`config.mk`:
```
export PLATFORM = sky130hd
export DESIGN_NAME = hazard_stall_ctrl
export DESIGN_NICKNAME = d
export VERILOG_FILES = /design/src/rtl/hazard_stall_ctrl.sv
export SDC_FILE = /design/constraint.sdc
export NUM_CORES = 1
export LEC_CHECK = 0
export CAP_MARGIN = 20
export CORE_MARGIN = 5
export CORE_UTILIZATION = 38
export DETAILED_ROUTE_END_ITERATION = 16
export PLACE_DENSITY = 0.95
export REMOVE_ABC_BUFFERS = 1
export SLEW_MARGIN = 20
export SYNTH_ARGS = -nofsm -noshare
export SYNTH_HDL_FRONTEND = slang
export SYNTH_SLANG_ARGS = --single-unit
```
`constraint.sdc`:
```
create_clock -name clk -period 3 [get_ports clk]
set_clock_uncertainty 0.05 [all_clocks]
set_input_delay 0.6 -clock clk [delete_from_list [all_inputs] [get_ports clk]]
set_output_delay 0.6 -clock clk [all_outputs]
set_load 0.005 [all_outputs]
```
`src/rtl/hazard_stall_ctrl.sv`:
```
// rtl/hazard_stall_ctrl.sv - RAW/MULT-DIV hazard detection and memory-wait freeze control for a 5-stage MIPS pipeline
// Optional stall/freeze statistics counters built when HAZARD_STATS_EN is defined.
module hazard_stall_ctrl #(
    parameter int REG_AW      = 5,
    parameter int MD_LATENCY  = 4,
    parameter int MEM_TIMEOUT = 64,
    parameter int CNT_W       = 16
) (
    input  logic              clk,
    input  logic              rst,
    input  logic [REG_AW-1:0] id_rs,
    input  logic [REG_AW-1:0] id_rt,
    input  logic              id_rt_is_source,
    input  logic [5:0]        id_opcode,
    input  logic [5:0]        id_funct,
    input  logic [REG_AW-1:0] ex_dst_reg,
    input  logic              ex_reg_write,
    input  logic [5:0]        ex_opcode,
    input  logic [REG_AW-1:0] mem_dst_reg,
    input  logic              mem_reg_write,
    input  logic [5:0]        mem_opcode,
    input  logic              mem_valid_i,
    input  logic              mem_ack_i,
    output logic              pstop_o,
    output logic              pc_write,
    output logic              if_id_write_en,
    output logic              id_ex_flush_o,
    output logic              hazard_detected_o,
    output logic              md_busy_o,
    output logic              mem_timeout_o,
    output logic [CNT_W-1:0]  stall_cycles_o,
    output logic [CNT_W-1:0]  freeze_cycles_o
);
    localparam logic [5:0] OP_LW = 6'b100011, OP_SW = 6'b101011;
    localparam logic [5:0] OP_BEQ = 6'b000100, OP_BNE = 6'b000101, OP_SPECIAL = 6'b000000;
    localparam logic [5:0] FN_MULT = 6'b011000, FN_MULTU = 6'b011001;
    localparam logic [5:0] FN_DIV = 6'b011010, FN_DIVU = 6'b011011;
    localparam logic [5:0] FN_MFHI = 6'b010000, FN_MFLO = 6'b010010;
    localparam int MD_W = $clog2(MD_LATENCY + 1);
    localparam int WC_W = $clog2(MEM_TIMEOUT);
    localparam logic [WC_W-1:0] WC_MAX = WC_W'(MEM_TIMEOUT - 1);

    typedef enum logic [1:0] {S_IDLE, S_WAIT, S_TOUT} state_t;

    state_t          state_q, state_d;
    logic [WC_W-1:0] wcnt_q, wcnt_d;
    logic [MD_W-1:0] md_cnt_q, md_cnt_d;
    logic            timeout_q, timeout_d;

    logic ex_match, mem_match, id_branch, id_md, id_mf, data_haz, md_haz, acc;

    assign ex_match  = ex_reg_write && (ex_dst_reg != '0) &&
                       ((id_rs == ex_dst_reg) || (id_rt_is_source && (id_rt == ex_dst_reg)));
    assign mem_match = mem_reg_write && (mem_dst_reg != '0) &&
                       ((id_rs == mem_dst_reg) || (id_rt_is_source && (id_rt == mem_dst_reg)));
    assign id_branch = (id_opcode == OP_BEQ) || (id_opcode == OP_BNE);
    assign id_md     = (id_opcode == OP_SPECIAL) && ((id_funct == FN_MULT) || (id_funct == FN_MULTU) ||
                                                     (id_funct == FN_DIV) || (id_funct == FN_DIVU));
    assign id_mf     = (id_opcode == OP_SPECIAL) && ((id_funct == FN_MFHI) || (id_funct == FN_MFLO));

    assign data_haz  = (ex_match && ((ex_opcode == OP_LW) || id_branch)) ||
                       (mem_match && id_branch && (mem_opcode == OP_LW));
    assign md_busy_o = (md_cnt_q != '0);
    assign md_haz    = md_busy_o && (id_md || id_mf);
    assign hazard_detected_o = data_haz || md_haz;

    assign acc = mem_valid_i && ((mem_opcode == OP_LW) || (mem_opcode == OP_SW));

    always_comb begin
        state_d   = state_q;
        wcnt_d    = wcnt_q;
        timeout_d = timeout_q;
        pstop_o   = 1'b0;
        case (state_q)
            S_IDLE: begin
                // An access acknowledged in its first cycle never stalls.
                pstop_o = acc && !mem_ack_i;
                if (acc && !mem_ack_i) begin
                    state_d = S_WAIT;
                    wcnt_d  = '0;
                end
            end
            S_WAIT: begin
                pstop_o = !mem_ack_i;
                if (mem_ack_i) begin
                    state_d = S_IDLE;
                end else if (wcnt_q == WC_MAX) begin
                    state_d   = S_TOUT;
                    timeout_d = 1'b1;
                end else begin
                    wcnt_d = wcnt_q + 1'b1;
                end
            end
            S_TOUT:  state_d = S_TOUT;
            default: state_d = S_IDLE;
        endcase
    end

    always_comb begin
        md_cnt_d = md_cnt_q;
        if (id_md && !hazard_detected_o && !pstop_o) begin
            md_cnt_d = MD_W'(MD_LATENCY);
        end else if (md_cnt_q != '0) begin
            md_cnt_d = md_cnt_q - 1'b1;
        end
    end

    // A freeze holds every stage in place, so it outranks the ID bubble.
    always_comb begin
        pc_write       = 1'b1;
        if_id_write_en = 1'b1;
        id_ex_flush_o  = 1'b0;
        if (pstop_o) begin
            pc_write       = 1'b0;
            if_id_write_en = 1'b0;
        end else if (hazard_detected_o) begin
            pc_write       = 1'b0;
            if_id_write_en = 1'b0;
            id_ex_flush_o  = 1'b1;
        end
    end

    always_ff @(posedge clk or posedge rst) begin
        if (rst) begin
            state_q   <= S_IDLE;
            wcnt_q    <= '0;
            md_cnt_q  <= '0;
            timeout_q <= 1'b0;
        end else begin
            state_q   <= state_d;
            wcnt_q    <= wcnt_d;
            md_cnt_q  <= md_cnt_d;
            timeout_q <= timeout_d;
        end
    end

    assign mem_timeout_o = timeout_q;

`ifdef HAZARD_STATS_EN
    logic [CNT_W-1:0] stall_q, stall_d, freeze_q, freeze_d;

    always_comb begin
        stall_d  = stall_q;
        freeze_d = freeze_q;
        if (hazard_detected_o && !pstop_o && (stall_q != '1)) begin
            stall_d = stall_q + 1'b1;
        end
        if (pstop_o && (freeze_q != '1)) begin
            freeze_d = freeze_q + 1'b1;
        end
    end

    always_ff @(posedge clk or posedge rst) begin
        if (rst) begin
            stall_q  <= '0;
            freeze_q <= '0;
        end else begin
            stall_q  <= stall_d;
            freeze_q <= freeze_d;
        end
    end

    assign stall_cycles_o  = stall_q;
    assign freeze_cycles_o = freeze_q;
`else
    assign stall_cycles_o  = '0;
    assign freeze_cycles_o = '0;
`endif
endmodule
```
==> metrics, run 1 <==
Seq pwr share 0.330; Hold Vio Cnt, Final 0; crit end category output port; flops & latches, synth 12; PwrDens 307.4 nW/µm²; First-pass DRT Iterations 4; fmax 0.3366 GHz; final worst slack 0.02900 ns; H-tree depth 1; Clock Sinks 12; switching component of the power 200.9 µW; Die H 67.30 µm; Fillers 254; Combinational Power Share 0.462; Critical Path, Cell by Cell clkdlybuf4s50_1, xor2_1, nor4_1, a32oi_1, a2bb2oi_2, buf_4, a21oi_1, buf_2; crit path DAT 2.32 ns; CTS clk-pin slew, worst paths 0.07 ns; crit share post-route 0.9903; routed len/inst 13.73 µm; CTS buffer count 3; core area between 3000 and 4000 µm²; Setup violations, final 0; Int Power 406.1 µW; Critical Path Fanout Max 2; post-synth cell types 32; DRT antenna net count 0; hold_buf cts 0; startpoint types input port; first-pass GRT wire length 5457 µm; initial core utilization 0.4020; RSZ-0062 raised after global routing no; DR DRC count 0; worst hold path type reg2reg; vias in the first global route 1,248; n_diodes 0; setup TNS 0 ns; WS Path Type in2out; Pleak 0.9429 nW; Routed WL ~3800 µm; Nets 285; CTS root buffer clkbuf_4; metal2 WL 1965 µm; Peak VDD IR 0.2823 mV; clk_lat worst skew 0.27 ns; average size of a mapped cell 8.372 µm²; initial DRC count 33; Seq/Total Area, Yosys 0.2407; initial antenna violation count 0; Syn-to-layout area delta 58.27%; GRT Overall Usage 0.1594; PortBufs 56; DP Worst Slack -0.4190 ns; crit path time final just under 3 ns; layout cells sized above 1 0.1783; Total Power 606.9 µW; GPL Wtd Cong 0.8447; Metal-1 WL 1319 µm; largest net degree at the start of global routing 13; Clock Power Share 0.208; Sw Ratio 0.3310; CTS tree yes; max cap viols 0; status completed; wire length on met3 approximately 430 µm; Worst Path Required 2.35 ns; Yosys Warn Count 0; crit-path max cell delay 0.46 ns; Remaining Overflow, GRT 0; fin. max-slew vios 0; slowest cell on the critical path clkdlybuf4s50_1; final core utilization 0.6363; Row Count 20; Max clock buf depth 2; Cells after Synth 149; Post-synth EDFFs 0; fraction of registers with async set/reset 1.000; HPWL Detailed around 3200 µm; cell area after synthesis 1247 µm²; highest metal used met4; Via Count 1,267; Synth Flop Type dfrtp_1; Die X 67.30 µm; drt via density ~4.6; die area 4529 µm²; I/O pins 90
==> layout by cell type, fill, tap and decap left out, drive strengths merged <==
master and count:
a41oi 1, nor4b 1, clkdlybuf4s50 45, buf 25, clkbuf 5, dfrtp 12, nor3b 3, a21oi 2
and2 1, o22ai 1, or4b 1, a2bb2oi 1, a41o 1, and3 2, nor2b 2, or4 2
inv 7, nand4b 1, xnor2 17, nand2 10, o211a 1, nand3 8, nor2 12, mux2i 1
dlygate4sd2 6, o21ai 3, conb 32, and4b 1, xor2 9, a32oi 2, nor3 3, clkdlybuf4s15 1
nand4 2, nand2b 2, ha 3, nor4 3, dlymetal6s2s 1
==> repair_timing <==
item / in CTS / in global routing
buffers inserted: 0 / 1
gates resized for setup: 25 / 6
gates cloned: 0 / 0
pin swaps: 8 / 5
setup endpoints to repair: 4 / 5
==> per-stage QoR <==
| stage | hold slack, ns | instances | instance area, µm² |
|---|---|---|---|
| 2_1_floorplan | 0.4090 | 147 | 1116 |
| 3_3_place_gp | 0.4062 | 269 | 1897 |
| 3_5_place_dp | 0.4154 | 269 | 1897 |
| 4_1_cts | 0.4369 | 273 | 1951 |
| 5_1_grt | 0.4638 | 274 | 1974 |
| 6_report | 0.4234 | 274 | 1974 |
==> synth_stat cells, types with 3 or more instances <==
master	count	area (µm²)
dfrtp_1	12	300.3
nor3_1	3	15.01
buf_4	33	247.7
ha_1	3	37.54
nor2_1	12	45.04
xor2_1	9	78.83
inv_1	7	26.28
nand3_1	8	40.04
o21ai_0	3	15.01
nand2_1	10	37.54
nor4_1	3	18.77
nor3b_1	3	22.52
xnor2_1	17	148.9
==> critical path, delay by kind of cell <==
family                 cells  cell delay [ns]
buffers and inverters      3             0.75
AO/OA/AOI/OAI              3             0.48
AND/OR/NAND/NOR            1             0.30
XOR/XNOR                   1             0.19
==> flip-flops by register name, indices dropped and copies added (netlist names) <==
signal,cells
md_cnt_q,3
state_q,2
wcnt_q,6
mem_timeout_o,1
==> per-layer routing <==
| layer | global-route usage | vias to the layer above |
|---|---|---|
| li1 | - | 601 |
| met1 | 0.1587 | 586 |
| met2 | 0.3202 | 72 |
| met3 | 0.04825 | 8 |
| met4 | 0.03038 | 0 |
| met5 | 0 | - |
==> cells by family (layout without fill, tap and decap cells) <==
logic type,Yosys count,count (layout),synth area share
AO/OA/AOI/OAI,12,12,0.08024
other,1,32,0.003006
adder cells (fa/ha/maj),3,3,0.03009
XOR/XNOR,26,26,0.1825
multiplexers,1,1,0.008024
flip-flops,12,12,0.2407
AND/OR/NAND/NOR,54,54,0.2357
buffers and inverters,40,90,0.2197
==> final timing paths <==
| path | to | depth (start not counted) | slack, ns | startpoint |
|---|---|---|---|---|
| min in group asynchronous | md_cnt_q[2] | 2 | 0.57 | rst |
| min reg2reg | mem_timeout_o | 1 | 0.42 | mem_timeout_o |
| max in group asynchronous | wcnt_q[1] | 2 | 2.03 | rst |
| min | mem_timeout_o | 1 | 0.42 | mem_timeout_o |
| max reg2reg | wcnt_q[5] | 6 | 1.22 | state_q[0] |
| max | id_ex_flush_o | 8 | 0.03 | id_rt[2] |
==> cell type report <==
cell class	count	area (µm²)	share of cell area
Inverter	7	26.28	0.01331
Sequential cell	12	300.3	0.1521
Multi-Input combinational cell	128	843.3	0.4271
Timing Repair Buffer	79	713.2	0.3612
Tap cell	44	55.05	0.02788
Clock buffer	4	36.28	0.01838
==> power by group through the flow <==
stage	Combinational, mW	Clock [mW]	Sequential, mW
finish	0.280	0.126	0.200
CTS	0.276	0.128	0.201
floorplan	0.141	0	0.199
detailed placement	0.273	0	0.204
global placement	0.259	0	0.202
global route	0.308	0.139	0.201
No activity file was read; power rests on OpenSTA's default activity.
==> run 2, diff against run 1 <==
Settings changed: ABC_CLOCK_PERIOD_IN_PS set to 3000.
==> results of run 2 <==
No change in the layout: final DEF, timing and power equal those of run 1.
==> run 3, diff against run 2 <==
Settings changed: CORE_UTILIZATION 38 to 35, PLACE_DENSITY 0.95 to 0.89.
==> run 3 against run 2 <==
  * Core utilization is 4.8 points lower
  * Register-to-register slack worse by 0.03 ns
  * Global-route usage is 1.3 points lower
  * Cell count is 1.5% higher
  * Critical path type unchanged
==> metrics, run 3 (same netlist as run 1, synthesis figures left out) <==
crit path DAT roughly 2.3 ns; layout cells sized above 1 0.1810; Syn-to-layout area delta 59.78%; register area 300.3 µm²; initial core utilization 0.3680; Sw Ratio 0.3302; Max clock buf depth 2; WHS Path Cells 1; CTS clk-pin slew, worst paths approximately 0.070 ns; GPL Wtd Cong around 0.85; Setup violations, final 0; H-tree depth 1; GR peak layer met2; PortBufs 56; Fillers 290; max cap viols 0; clk_lat worst skew 0.27 ns; PwrDens between 300 and 400 nW/µm²; max reg flops 6; Levels on crit path 8; Die X 69.70 µm; fin area 1993 µm²; commonest non-fill, non-tap cell in the layout clkdlybuf4s50_1; CTS buffer count 3; First-pass DRT Iterations 4; CTS root buffer clkbuf_4; largest reg by FF count wcnt_q; GRT Overall Usage 0.1461; Post-CTS Setup Bufs 0; most frequent cells in the layout 47 x clkdlybuf4s50_1, 32 x conb_1, 25 x buf_4; core area between 3000 and 4000 µm²; Remaining Overflow, GRT 0; DRT antenna net count 0; met2 Use GR 0.2627; Via Count ~1,300; area occupied by multi-input gates 830.8 µm²; die area ~5000 µm²; Routed WL 3853 µm; crit path time final 2.984 ns; Die H 69.70 µm; Placed Instance Area 1922 µm²; fmax between 0.3 and 0.4 GHz; Clock Sinks 12; Int Power ~410 µW; Combinational Power Share 0.465; status completed; drt via density 4.532; Total Power ~610 µW; slowest cell on the critical path clkdlybuf4s50_1; crit end category output port; Nets 287; Seq pwr share 0.328; n_diodes 0; Worst Path Required roughly 2.4 ns; initial DRC count 34; switching component of the power 200.9 µW; Critical Path Fanout Max 2; first-pass GRT wire length 5816 µm; worst hold path type reg2reg; Peak VDD IR ~0.32 mV; GRT met3 Usage 0.04928; largest registers wcnt_q: 6 flops, md_cnt_q: 3 flops, state_q: 2 flops; final core utilization 0.5880; crit share post-route 0.9946; Critical Path, Cell by Cell clkdlybuf4s50_1, xor2_1, nor4_1, a32oi_1, a2bb2oi_2, buf_4, a21oi_1, buf_2; worst reg-to-reg path cell count 6; vias in the first global route 1,278; routed len/inst about 14 µm; DR DRC count 0; Hold WS about 0.43 ns; initial antenna violation count 0; Row Count 21; largest net degree at the start of global routing 13; Worst Path Buf+Inv 3; Clock Power Share 0.207; kind of cell adding the most delay to the critical path buffers and inverters; CTS tree yes; startpoint types input port; HPWL Detailed 3183 µm; I/O pins 90; Hold Vio Cnt, Final 0; Pleak 0.9619 nW; fin. max-slew vios 0; GR Layer Usage met1 0.1667; WS Path Type in2out; crit-path max cell delay between 0.4 and 0.5 ns
run 3: cell count changes in the layout (fill, tap and decap cells not counted), moves of 2 or more:
cell / delta
buf_4: +2
buf_6: +2
clkdlybuf4s50_1: +2
dlygate4sd2_1: -3
run 3: worst paths after layout:
path | from | to | slack [ns]
max in group asynchronous | rst | wcnt_q[3] | 2.01
min | mem_timeout_o | mem_timeout_o | 0.43
min reg2reg | mem_timeout_o | mem_timeout_o | 0.43
max | id_rt[3] | id_ex_flush_o | 0.02
min in group asynchronous | rst | md_cnt_q[2] | 0.58
max reg2reg | state_q[1] | wcnt_q[5] | 1.19
run 3: worst register-to-register path, cell delays in order, from the launching register on:
cell and delay, ns:
dfrtp_1 0.40, nor2_1 0.28, a41oi_4 0.19, buf_4 0.19, nor4_1 0.36, xnor2_1 0.16
nor2_1 0.05
run 3: metal layers:
layer  up-vias  share of wire
met3         6          0.097
met5         -              0
met4         0          0.020
li1        609              -
met1       576           0.38
met2        69           0.51
run 3: power groups by stage:
stage / combinational [mW] / sequential, mW / clock (mW)
finish: 0.283 / 0.200 / 0.126
global route: 0.324 / 0.202 / 0.139
CTS: 0.281 / 0.200 / 0.129
detailed placement: 0.275 / 0.203 / 0
global placement: 0.262 / 0.202 / 0
floorplan: 0.141 / 0.199 / 0
run 3: area by class of cell:
cell class	instances	area share
Sequential cell	12	0.1507
Multi-Input combinational cell	128	0.4168
Clock buffer	4	0.01820
Inverter	7	0.01318
Tap cell	46	0.02888
Timing Repair Buffer	81	0.3723
run 3: stage by stage:
step,setup WS (ns),TNS (ns),std cells
after floorplan,0.5774,0,147
after global placement,-0.3832,-1.447,274
after detailed placement,-0.4711,-1.746,274
after CTS,0.0009963,0,278
after global routing,-0.03070,-0.03070,278
final,0.01633,0,278
run 3: what timing repair did:
item | in CTS | in global routing
pin swaps | 4 | 5
hold buffers | 0 | 0
setup endpoints to repair | 5 | 5
resized for setup | 24 | 7
==> patch: new RTL, flow settings as in run 3 <==
Build with the macro `HAZARD_STATS_EN` defined.
--- a/src/rtl/hazard_stall_ctrl.sv
+++ b/src/rtl/hazard_stall_ctrl.sv
@@ -1,5 +1,7 @@
 // rtl/hazard_stall_ctrl.sv - RAW/MULT-DIV hazard detection and memory-wait freeze control for a 5-stage MIPS pipeline
 // Optional stall/freeze statistics counters built when HAZARD_STATS_EN is defined.
+`define HAZARD_STATS_EN
+
 module hazard_stall_ctrl #(
     parameter int REG_AW      = 5,
     parameter int MD_LATENCY  = 4,
Check against the original RTL: not equivalent (Yosys sat finds a counterexample within 4 cycles, from zero or initial values and one cycle with rst high).
==> patch against run 3 <==
- wire length is 71% higher
- power rose by 120%
- largest power group is now registers
- synthesized cell count is 58% higher
- clock power increased to 3.1 times the old value
- final area increased by 97%
- critical path type unchanged
- hold slack hardly changed
- sequential cell count up 32
- synthesized area is 96% higher
- die area up 80%
- worst setup slack improved by 0.027 ns
==> patch: results (changes against run 3) <==
[status]
outcome=finished, final reports clean

[pwr]
power_frac_seq_pct=48.2  ; +15 points
internal-power_mw=0.9747  ; +140%

[placement]
portBuffers=88  ; +57%
detailed_place.area_um2=3692  ; +92%
globalplace.congestion=0.8629  ; +1.7%
hpwl_mm=5.121  ; +61%

[grt]
grt_pass1_wl_mm=10.82  ; +86%
grt_usage_pct=15.23  ; +0.62 points
grt_max_degree=45  ; +32

[worst_setup_path]
cpPeakStageDelay_ns=0.55  ; +0.12 ns
crit_family=simple AND/OR/NAND/NOR gates
endpoint=pc_write
rrSetupSlack_ns=0.38  ; -0.81 ns
cp_slowest_cell=or4_4
worst_ep_arrival_time_ns=2.31  ; -0.02 ns
path_max_fanout=3  ; +1
r2r_end=stall_cycles_o[14]

[floorplanning]
placementRows=30  ; +43%

[clocking]
clock-root-buffer=clkbuf_8
cts_setup_buffers=14  ; +14
cts_made_buffers=5  ; +2
htreeDepth=2  ; +1
post_cts_resize_count=46  ; +92%

[synth]
synth_xor_area_share_pct=19.00  ; +0.74 points
synth_compound_area_share_pct=6.912  ; -1.1 points
synthAdderAreaFrac_pct=2.560  ; -0.45 points
yosys.cell_types.count=38  ; +19%
synthMuxAreaShare_pct=2.304  ; +1.5 points
ys_seq_area_share_pct=45.06  ; +21 points
synth_area_leaders=dfrtp_1, xnor2_1, nand4_1

[sta]
finalCriticalPeriod_ns=2.956  ; -0.02738 ns

[final_layout]
area_share_nonclk_buffers_pct=31.02  ; -6.2 points
instances_no_fill=471  ; +69%
inverters_excl_clock=8  ; +1
nClkBuffers=6  ; +2
clkCellAreaFrac_pct=2.458  ; +0.64 points
drive_gt1_share_pct=22.93  ; +4.8 points
nets=430  ; +50%
nNonClkBuffers=137  ; +69%

[drt]
first_iter_violations=56  ; +65%
via_per_inst=4.807  ; +6.1%
post_drt_wl_per_cell_um=14.01  ; +1.1%

-- patch: how the worst min path moves through the flow --
stage,from,endpoint,slack [ns],cells past startpoint
final,mem_timeout_o,mem_timeout_o,0.43,1
after detailed placement,mem_timeout_o,mem_timeout_o,0.41,1
after global placement,mem_timeout_o,mem_timeout_o,0.41,1
after global routing,mem_timeout_o,mem_timeout_o,0.46,1
after floorplan,mem_timeout_o,mem_timeout_o,0.41,1
after CTS,mem_timeout_o,mem_timeout_o,0.43,1
-- patch: power groups by stage --
stage	sequential, mW	combinational, mW	clock, mW
after floorplan	0.641	0.137	0
after global placement	0.643	0.274	0
after detailed placement	0.645	0.285	0
after CTS	0.633	0.286	0.407
after global routing	0.636	0.323	0.429
final	0.633	0.293	0.388
-- patch: routing by layer --
layer,GRT usage [%],vias up,wire length [um]
met3,3.218,12,254
met1,18.48,1088,2802
met5,0,-,0
met2,27.10,51,3431
li1,-,1113,-
met4,4.332,0,110
